### src/rtl/router_pkg.sv
// Shared router definitions: datapath widths, reserved address and the
// controller state names used by both the FSM and the packet datapath.
package router_pkg;

  localparam int DATA_W = 8;
  localparam int LEN_W  = 6;

  localparam logic [1:0] ADDR_INVALID = 2'b11;

  // Controller states, one-hot so each bit doubles as a decode line.
  typedef enum logic [5:0] {
    ST_DECODE_ADDRESS     = 6'b000001,
    ST_LOAD_FIRST_DATA    = 6'b000010,
    ST_LOAD_DATA          = 6'b000100,
    ST_LOAD_AFTER_FULL    = 6'b001000,
    ST_FIFO_FULL_STATE    = 6'b010000,
    ST_CHECK_PARITY_ERROR = 6'b100000
  } ctrl_state_e;

  typedef struct packed {
    logic detect_addr;
    logic lfd_state;
    logic ld_state;
    logic laf_state;
    logic full_state;
    logic rst_int_req;
  } ctrl_decode_t;

  function automatic ctrl_decode_t decode_state(input ctrl_state_e s);
    ctrl_decode_t d;
    d.detect_addr = s[0];
    d.lfd_state   = s[1];
    d.ld_state    = s[2];
    d.laf_state   = s[3];
    d.full_state  = s[4];
    d.rst_int_req = s[5];
    return d;
  endfunction

  function automatic logic [LEN_W-1:0] sat_inc(input logic [LEN_W-1:0] v);
    return (&v) ? v : v + 1'b1;
  endfunction

endpackage

### src/rtl/packet_register_if.sv
// Byte-stream, FIFO-status and controller-decode signals between the
// router controller side (master) and the packet register (slave).
interface packet_register_if;
  import router_pkg::*;

  logic              pkt_valid;
  logic [DATA_W-1:0] din;
  logic              fifo_full;
  logic              detect_addr;
  logic              lfd_state;
  logic              ld_state;
  logic              laf_state;
  logic              full_state;
  logic              rst_int_req;
  logic [DATA_W-1:0] dout;
  logic              parity_done;
  logic              low_pkt_valid;
  logic              err;
  logic              len_err;

  modport master (
    output pkt_valid, din, fifo_full,
    output detect_addr, lfd_state, ld_state, laf_state, full_state, rst_int_req,
    input  dout, parity_done, low_pkt_valid, err, len_err
  );

  modport slave (
    input  pkt_valid, din, fifo_full,
    input  detect_addr, lfd_state, ld_state, laf_state, full_state, rst_int_req,
    output dout, parity_done, low_pkt_valid, err, len_err
  );

endinterface

### src/rtl/parity_acc.sv
// Running-XOR accumulator. Priority: reset, clear, load, xor.
module parity_acc
  import router_pkg::*;
#(
  parameter int W = DATA_W
) (
  input  logic         clk,
  input  logic         rst,
  input  logic         clr,
  input  logic         load,
  input  logic         xor_en,
  input  logic [W-1:0] d,
  output logic [W-1:0] acc
);

  always_ff @(posedge clk) begin
    if (rst) begin
      acc <= '0;
    end else if (clr) begin
      acc <= '0;
    end else if (load) begin
      acc <= d;
    end else if (xor_en) begin
      acc <= acc ^ d;
    end
  end

endmodule

### src/rtl/packet_register.sv
// Router packet register: header/full-byte holding, FIFO write data,
// running vs received parity check and payload length check.
module packet_register
  import router_pkg::*;
(
  input logic               clk,
  input logic               rst,
  packet_register_if.slave  bus
);

  ctrl_decode_t st;

  logic [DATA_W-1:0] hdr_reg;
  logic [DATA_W-1:0] full_byte;
  logic [DATA_W-1:0] pkt_parity;
  logic [DATA_W-1:0] dout_q;
  logic [DATA_W-1:0] run_parity;
  logic [LEN_W-1:0]  pay_cnt;
  logic              parity_done_q;
  logic              parity_done_prev;
  logic              low_pkt_valid_q;
  logic              err_q;
  logic              len_err_q;

  logic              accept;
  logic              par_from_din;
  logic              par_from_full;
  logic              pd_rise;
  logic              hdr_load;

  assign st = '{
    detect_addr: bus.detect_addr,
    lfd_state:   bus.lfd_state,
    ld_state:    bus.ld_state,
    laf_state:   bus.laf_state,
    full_state:  bus.full_state,
    rst_int_req: bus.rst_int_req
  };

  assign hdr_load      = st.detect_addr && bus.pkt_valid && (bus.din[1:0] != ADDR_INVALID);
  assign accept        = st.ld_state && bus.pkt_valid && !st.full_state;
  assign par_from_din  = st.ld_state && !bus.pkt_valid && !bus.fifo_full;
  assign par_from_full = st.laf_state && low_pkt_valid_q && !parity_done_q;
  assign pd_rise       = parity_done_q && !parity_done_prev;

  // The header enters the parity in LOAD_FIRST_DATA, payload bytes after.
  parity_acc #(.W(DATA_W)) u_parity_acc (
    .clk    (clk),
    .rst    (rst),
    .clr    (st.detect_addr),
    .load   (1'b0),
    .xor_en (st.lfd_state || accept),
    .d      (st.lfd_state ? hdr_reg : bus.din),
    .acc    (run_parity)
  );

  always_ff @(posedge clk) begin
    if (rst) begin
      hdr_reg   <= '0;
      full_byte <= '0;
      dout_q    <= '0;
    end else begin
      if (hdr_load) begin
        hdr_reg <= bus.din;
      end
      if (st.ld_state && bus.fifo_full) begin
        full_byte <= bus.din;
      end
      if (st.lfd_state) begin
        dout_q <= hdr_reg;
      end else if (st.ld_state) begin
        if (!bus.fifo_full) begin
          dout_q <= bus.din;
        end
      end else if (st.laf_state) begin
        dout_q <= full_byte;
      end
    end
  end

  always_ff @(posedge clk) begin
    if (rst) begin
      pay_cnt <= '0;
    end else if (st.lfd_state) begin
      pay_cnt <= '0;
    end else if (accept) begin
      pay_cnt <= sat_inc(pay_cnt);
    end
  end

  // A parity byte that arrives while the FIFO is full is parked in
  // full_byte and captured later in LOAD_AFTER_FULL.
  always_ff @(posedge clk) begin
    if (rst) begin
      pkt_parity       <= '0;
      parity_done_q    <= 1'b0;
      parity_done_prev <= 1'b0;
    end else begin
      parity_done_prev <= parity_done_q;
      if (par_from_din) begin
        pkt_parity <= bus.din;
      end else if (par_from_full) begin
        pkt_parity <= full_byte;
      end
      if (st.detect_addr) begin
        parity_done_q <= 1'b0;
      end else if (par_from_din || par_from_full) begin
        parity_done_q <= 1'b1;
      end
    end
  end

  always_ff @(posedge clk) begin
    if (rst) begin
      low_pkt_valid_q <= 1'b0;
    end else if (st.rst_int_req) begin
      low_pkt_valid_q <= 1'b0;
    end else if (st.ld_state && !bus.pkt_valid) begin
      low_pkt_valid_q <= 1'b1;
    end
  end

  // Both checks are taken one cycle after the parity byte is captured.
  always_ff @(posedge clk) begin
    if (rst) begin
      err_q     <= 1'b0;
      len_err_q <= 1'b0;
    end else if (st.detect_addr) begin
      err_q     <= 1'b0;
      len_err_q <= 1'b0;
    end else if (pd_rise) begin
      err_q     <= (run_parity != pkt_parity);
      len_err_q <= (pay_cnt != hdr_reg[DATA_W-1:2]);
    end
  end

  assign bus.dout          = dout_q;
  assign bus.parity_done   = parity_done_q;
  assign bus.low_pkt_valid = low_pkt_valid_q;
  assign bus.err           = err_q;
  assign bus.len_err       = len_err_q;

endmodule

### src/flat_wrapper.sv
// flat-port wrapper written by rule: the top's interface ports become plain ports
module packet_register_flat import router_pkg::*;
  (clk, rst, bus_pkt_valid, bus_din, bus_fifo_full, bus_detect_addr, bus_lfd_state, bus_ld_state, bus_laf_state, bus_full_state, bus_rst_int_req, bus_dout, bus_parity_done, bus_low_pkt_valid, bus_err, bus_len_err);
  packet_register_if bus_i ();
  input logic clk;
  input logic rst;
  input wire logic [$bits(bus_i.pkt_valid)-1:0] bus_pkt_valid;
  input wire logic [$bits(bus_i.din)-1:0] bus_din;
  input wire logic [$bits(bus_i.fifo_full)-1:0] bus_fifo_full;
  input wire logic [$bits(bus_i.detect_addr)-1:0] bus_detect_addr;
  input wire logic [$bits(bus_i.lfd_state)-1:0] bus_lfd_state;
  input wire logic [$bits(bus_i.ld_state)-1:0] bus_ld_state;
  input wire logic [$bits(bus_i.laf_state)-1:0] bus_laf_state;
  input wire logic [$bits(bus_i.full_state)-1:0] bus_full_state;
  input wire logic [$bits(bus_i.rst_int_req)-1:0] bus_rst_int_req;
  output wire logic [$bits(bus_i.dout)-1:0] bus_dout;
  output wire logic [$bits(bus_i.parity_done)-1:0] bus_parity_done;
  output wire logic [$bits(bus_i.low_pkt_valid)-1:0] bus_low_pkt_valid;
  output wire logic [$bits(bus_i.err)-1:0] bus_err;
  output wire logic [$bits(bus_i.len_err)-1:0] bus_len_err;
  assign bus_i.pkt_valid = bus_pkt_valid;
  assign bus_i.din = bus_din;
  assign bus_i.fifo_full = bus_fifo_full;
  assign bus_i.detect_addr = bus_detect_addr;
  assign bus_i.lfd_state = bus_lfd_state;
  assign bus_i.ld_state = bus_ld_state;
  assign bus_i.laf_state = bus_laf_state;
  assign bus_i.full_state = bus_full_state;
  assign bus_i.rst_int_req = bus_rst_int_req;
  assign bus_dout = bus_i.dout;
  assign bus_parity_done = bus_i.parity_done;
  assign bus_low_pkt_valid = bus_i.low_pkt_valid;
  assign bus_err = bus_i.err;
  assign bus_len_err = bus_i.len_err;
  packet_register u_core (.clk(clk), .rst(rst), .bus(bus_i));
endmodule
### config.mk
export PLATFORM = sky130hd
export DESIGN_NAME = packet_register_flat
export DESIGN_NICKNAME = d
export VERILOG_FILES = /design/src/rtl/router_pkg.sv /design/src/rtl/packet_register_if.sv /design/src/rtl/parity_acc.sv /design/src/rtl/packet_register.sv /design/src/flat_wrapper.sv
export SDC_FILE = /design/constraint.sdc
export NUM_CORES = 1
export LEC_CHECK = 0
export CAP_MARGIN = 20
export CORE_MARGIN = 2
export CORE_UTILIZATION = 30
export DETAILED_ROUTE_END_ITERATION = 10
export GPL_ROUTABILITY_DRIVEN = 0
export PLACE_DENSITY_LB_ADDON = 0.15
export SYNTH_ARGS = -nofsm -noshare
export SYNTH_HDL_FRONTEND = slang
export SYNTH_SLANG_ARGS = --single-unit
### constraint.sdc
create_clock -name clk -period 1.27 [get_ports clk]
set_input_delay 0.127 -clock clk [delete_from_list [all_inputs] [get_ports clk]]
set_output_delay 0.127 -clock clk [all_outputs]
set_load 0.05 [all_outputs]
# ---- Yosys cells after proc, flatten, opt, wreduce, memory -nomap -nowiden
# Index checks and enable logic that the tools add are counted.
dict set report totals {
  register_bits 51
  input_bits 18
  out_inout_bits 12
  elab_cells 50
}
dict set report op_classes {
  n_addsub 1
  eq_ne 4
  n_mux 7
  bitwise_logic 2
  reduce_logical 25
}
# operator count
set op_table {}
lappend op_table {{$mux W8} 7}
lappend op_table {{$logic_and A1 B1 Y1} 10}
lappend op_table {{$ne A8 B8 Y1} 1}
lappend op_table {{$xor A8 B8 Y8} 1}
lappend op_table {{$add A6 B1 Y6 const B} 1}
lappend op_table {{$ne A6 B6 Y1} 1}
lappend op_table {{$reduce_and A6 Y1} 1}
lappend op_table {{$reduce_or A2 Y1} 3}
lappend op_table {{$logic_not A1 Y1} 5}
lappend op_table {{$reduce_and A2 Y1} 2}
lappend op_table {{$ne A3 B3 Y1 const B} 1}
lappend op_table {{$reduce_bool A3 Y1} 1}
lappend op_table {{$logic_or A1 B1 Y1} 2}
lappend op_table {{$ne A2 B2 Y1 const B} 1}
lappend op_table {{$reduce_bool A2 Y1} 1}
lappend op_table {{$not A1 Y1} 1}

# ---- Logic depth before layout (Yosys ltp)
# Gate-level depths: netlist (run 1).
dict set report logic_depth {
  ltp_word 4
  ltp_mapped 7
  mapped_depth_nobuf 5
}

# ---- Hierarchy
# A second synthesis (run 1) with hierarchy kept.
dict set report unflattened {
  cells_unflattened 296
  area_unflattened_um2 2611.3
}
# mod instances cells_each area_each_um2 seq_area_each_um2
set by_module_without_submodules {}
lappend by_module_without_submodules {packet_register 1 244 2193.4 860.8}
lappend by_module_without_submodules {parity_acc 1 52 417.9 160.2}

# ---- Worst setup path before layout (run 1)
# Ideal clock, no wire load.
dict set report synth_path {
  path_kind {register to register}
  start {register u_core.low_pkt_valid_q (netlist: u_core.bus.low_pkt_valid)}
  end {register u_core.pkt_parity[6]}
  setup_ps 79
  arrival_ps 1366
  required_time_ps 1191
  path_slack_ps -176
  stages_incl_launch_ff 6
  n_path_buf 1
  synth_period_minus_slack_ps 1446
  path_cell_list {dfxtp_1 nand2_1 o21bai_4 buf_8 nor2_2 a211oi_2}
}
dict set report synth_between {
  elab_chain_cells 3
}
# element line_no
set synth_lines {}
lappend synth_lines {{from (decl)} packet_register.sv:21} ;# logic low_pkt_valid_q;
lappend synth_lines {{from (signal assigned)} packet_register.sv:115} ;# low_pkt_valid_q <= 1'b0;
lappend synth_lines {{from (signal assigned)} packet_register.sv:117} ;# low_pkt_valid_q <= 1'b0;
lappend synth_lines {{from (signal assigned)} packet_register.sv:119} ;# low_pkt_valid_q <= 1'b1;
lappend synth_lines {{$logic_and A1 B1 Y1 (2 in a row)} packet_register.sv:43} ;# assign par_from_full = st.laf_state && low_pkt_valid_q && !parity_done_q;
lappend synth_lines {{$reduce_bool A2 Y1 (no source line)} --}
lappend synth_lines {{to (signal assigned)} packet_register.sv:101} ;# pkt_parity <= bus.din;
lappend synth_lines {{to (signal assigned)} packet_register.sv:103} ;# pkt_parity <= full_byte;
lappend synth_lines {{to (decl)} packet_register.sv:15} ;# logic [DATA_W-1:0] pkt_parity;
# No other way between the ends.
# A chain may end at the register's enable or synchronous reset.

# ---- Final worst setup path (run 1)
dict set report layout_path {
  start {register u_core.u_parity_acc.acc[7]}
  end {register u_core.err_q (netlist: u_core.bus.err)}
}
dict set report layout_between {
  elab_chain_cells 1
}
# element line_no
set layout_lines {}
lappend layout_lines {{from (decl)} parity_acc.sv:13} ;# output logic [W-1:0] acc
lappend layout_lines {{from (signal assigned)} parity_acc.sv:24} ;# acc <= acc ^ d;
lappend layout_lines {{$ne A8 B8 Y1} packet_register.sv:132} ;# err_q <= (run_parity != pkt_parity);
lappend layout_lines {{to (signal assigned)} packet_register.sv:132}
lappend layout_lines {{to (decl)} packet_register.sv:22} ;# logic err_q;
# No other way between the ends.

==> impl_metrics.py, run 1 <==
metrics = {
    "route": {
        "first_pass_iters": 4,
        "route.detailed.drc": 0,
        "vias": 2006,
        "ant_nets": 0,
        "wl_per_cell_um": 14.6,
        "dr.first_iter.drc_count": 98,
        "via_per_inst": 4.65,
        "drt_wl_total_mm": 6.28,
    },
    "logic_synthesis": {
        "yosysWarnings": 0,
        "synth_mux_area_share_pct": 7.57,
        "async_flop_share_pct": 0,
        "synth_compound_area_share_pct": 17.5,
        "synth-edff-count": 0,
        "synth_cell_types": 38,
        "synthXorXnorAreaFrac_pct": 9.57,
        "synth_area_um2": 2380,
        "seq_area_frac_synth_pct": 42.9,
        "synth_ff_type": "dfxtp_1",
        "syn-num-nets": 287,
        "synth.avg_cell_area_um2": 8.88,
        "synthAdderAreaFrac_pct": 0.526,
        "synth_seq_cells": 51,
        "yosys.area_share.simple_pct": 17.6,
        "syn-instance-count": 268,
        "synth_top_family_by_area": "simple AND/OR/NAND/NOR gates",
    },
    "clock_network": {
        "clock_path_buffers": 2,
        "ctsHoldBuffers": 0,
        "clkTransAtPathRegs_ns": 0.09,
        "cts_made_buffers": 5,
        "clk-insertion-delay-late_ns": 0.31,
        "h-tree-depth": 2,
        "cts_root_buf": "clkbuf_8",
        "cts_tree": "built",
        "numClockSinks": 51,
    },
    "power": {
        "switching_share_pct": 27.5,
        "switching_power_uw": 912,
        "internal-power_mw": 2.41,
        "power_leakage_nw": 1.30,
        "clockPowerShare_pct": 29.1,
        "p_seq_share_pct": 51.8,
        "combPwrFrac_pct": 19.0,
        "peakVddDrop_uv": 373,
        "p_per_area_nw_per_um2": 993,
        "power_mw": 3.32,
    },
    "floorplanning": {
        "num_io_pins": 30,
        "dieHeight_um": 93.0,
        "dieArea_um2": 8660,
        "num_rows": 32,
        "die_w_um": 93.0,
        "core_area_um2": 7690,
        "start_util_pct": 30.9,
    },
    "timing": {
        "period_needed_ns": 1.20,
        "fmax_ghz": 0.832,
        "worstMarginPinSlew_ns": 0.357,
        "finalHoldViolations": 0,
        "fin_ws_ns": 0.0684,
        "setup_violations": 0,
        "slew_headroom_pct": 76.0,
        "hold_ws_ns": 0.330,
        "min_period_over_period_pct": 94.6,
        "final_max_slew_viol_count": 0,
        "finClkSkew_ns": 0.00767,
    },
    "layout": {
        "fillCellCount": 768,
        "multi_input_area_um2": 1330,
        "regArea_um2": 1030,
        "n_antenna_cell": 0,
        "area_growth_syn_to_layout_pct": 40.5,
        "fin_cells": 431,
        "nets": 348,
        "drive_gt1_share_pct": 24.9,
    },
    "place": {
        "dp_slack_ns": -0.463,
        "io_buffers": 29,
        "place_inst": 424,
        "place_hpwl_mm": 4.78,
    },
    "global_routing": {
        "antenna_found_initial": 0,
        "grt_pass1_vias": 1970,
        "grt_overflow": 0,
        "grt_usage_pct": 15.1,
        "grt_pass1_wl_mm": 10.1,
        "grt_max_degree": 23,
    },
    "hold_path": {
        "whs_endpoint": "u_core.full_byte[7]",
        "whs_path_depth": 4,
        "worstHoldStart": "bus_ld_state",
        "holdCritPathClass": "in2reg",
    },
    "flow_run": {
        "maxCapViolCount": 0,
    },
    "worst_setup_path": {
        "crit_start": "u_core.u_parity_acc.acc[7]",
        "path_max_fanout": 2,
        "required_ns": 1.46,
        "crit_type": "reg2reg",
        "ff2ff_path_depth": 4,
        "endpoint_kind": "flop",
        "r2r-end": "u_core.bus.err",
        "timing.rr.start": "u_core.u_parity_acc.acc[7]",
        "reg2reg_slack_ns": 0.07,
        "cp_data_arrival_time_ns": 1.39,
        "worstSetupStartpointType": "flop",
    },
    "run_status": {
        "status": "completed",
    },
}
## synth_stat cells (2+ instances only)
cell,count,area share [%]
dfxtp_1,51,43
nor2_1,47,7.4
nand2_1,20,3.2
a21oi_1,18,3.8
mux2i_1,18,7.6
xor2_1,17,6.3
o211ai_1,10,3.2
nand3_1,9,1.9
xnor2_1,9,3.3
a21boi_0,8,2.5
a22oi_1,8,2.5
a211oi_1,7,2.2
clkbuf_1,7,1.1
buf_2,4,0.84
inv_1,3,0.47
nor3_1,3,0.63
o21ai_0,3,0.63
buf_1,2,0.32
buf_6,2,0.95
nand4_1,2,0.53
nor2b_1,2,0.53
or2_2,2,0.53
## metrics by stage
step / utilization (%) / setup TNS [ns] / area [um^2]
after detailed placement: 41.2 / -13.41 / 3160
after global placement: 41.2 / -13.51 / 3160
after global routing: 43.5 / -0.0117 / 3340
after CTS: 42.5 / -0.0359 / 3270
final: 43.5 / 0 / 3340
after floorplan: - / -0.00226 / 2380
## power groups by stage
stage	clock, mW	sequential, mW	combinational [mW]
2_1_floorplan	0	1.80	0.276
3_3_place_gp	0	1.76	0.625
4_1_cts	0.993	1.72	0.629
5_1_grt	1.08	1.73	0.683
6_report	0.967	1.72	0.632
3_5_place_dp	0	1.76	0.623
## cells by family (layout without fill, tap and decap cells)
family | after synthesis | count (layout)
adder cells (fa/ha/maj) | 1 | 1
AND/OR/NAND/NOR | 93 | 93
AO/OA/AOI/OAI | 60 | 60
multiplexers | 18 | 18
flip-flops | 51 | 51
buffers and inverters | 19 | 80
XOR/XNOR | 26 | 26
## cell usage in the layout, fill, tap and decap left out, types with 2 or more instances in the layout
cell type and instances:
mux2i_1 16, a211oi_1 7, nand3_1 8, or2_2 2
buf_12 14, a21oi_1 18, xor2_1 17, nor3_1 3
clkdlybuf4s50_1 13, dfxtp_1 47, xnor2_1 9, nand2_1 19
nor2_1 47, clkbuf_8 6, buf_4 36, nor2b_1 2
buf_6 3, dfxtp_2 4, a22oi_1 8, dlymetal6s2s_1 3
o21ai_0 2, o211ai_1 10, nand4_1 2, inv_1 3
a21boi_0 6, mux2i_2 2
## repair_timing
action / 4_1_cts / 5_1_grt
pin swaps: 2 / 4
gates resized for setup: 5 / 20
setup endpoints to repair: 16 / 27
endpoints found under the hold margin: 0 / 0
buffers inserted: 0 / 0
## layout make-up
class,instances,area share [%]
well taps,102,3.82
clock inverters,1,0.150
clock buffers,6,2.47
multi-input cells,198,39.8
inverters,3,0.337
flip-flops and latches,51,30.7
repair buffers,70,22.8
## per-layer routing
layer / vias to the layer above / GRT usage (%) / wire (um)
li1: 1052 / - / -
met1: 911 / 21.0 / 3130
met2: 33 / 23.5 / 2840
met3: 10 / 2.98 / 213
met4: 0 / 4.66 / 98
met5: - / 0 / 0
## worst max-delay path by stage
stage	to	depth (start not counted)
detailed placement	u_core.pkt_parity[3]	5
global placement	u_core.pkt_parity[3]	5
floorplan	u_core.pay_cnt[5]	5
global route	u_core.pay_cnt[3]	5
CTS	u_core.pkt_parity[7]	6
finish	u_core.bus.err	4
## critical path, cell delays in order (launching register included)
cell and delay [ns]:
dfxtp_1 0.35, xnor2_1 0.20, nand4_1 0.12, nor4_1 0.29, a31oi_1 0.13
Note: power is estimated with default switching activity, not from simulation.
==> run 2, diff against run 1 <==
- GPL_ROUTABILITY_DRIVEN: 0 -> 1
==> results of run 2 <==
Same layout as run 1: the final DEF is identical, and so are final timing and power.
==> run 3, diff against run 2 <==
- CAP_MARGIN: 20 -> 15
==> results of run 3 <==
Same layout as run 1: the final DEF is identical, and so are final timing and power.
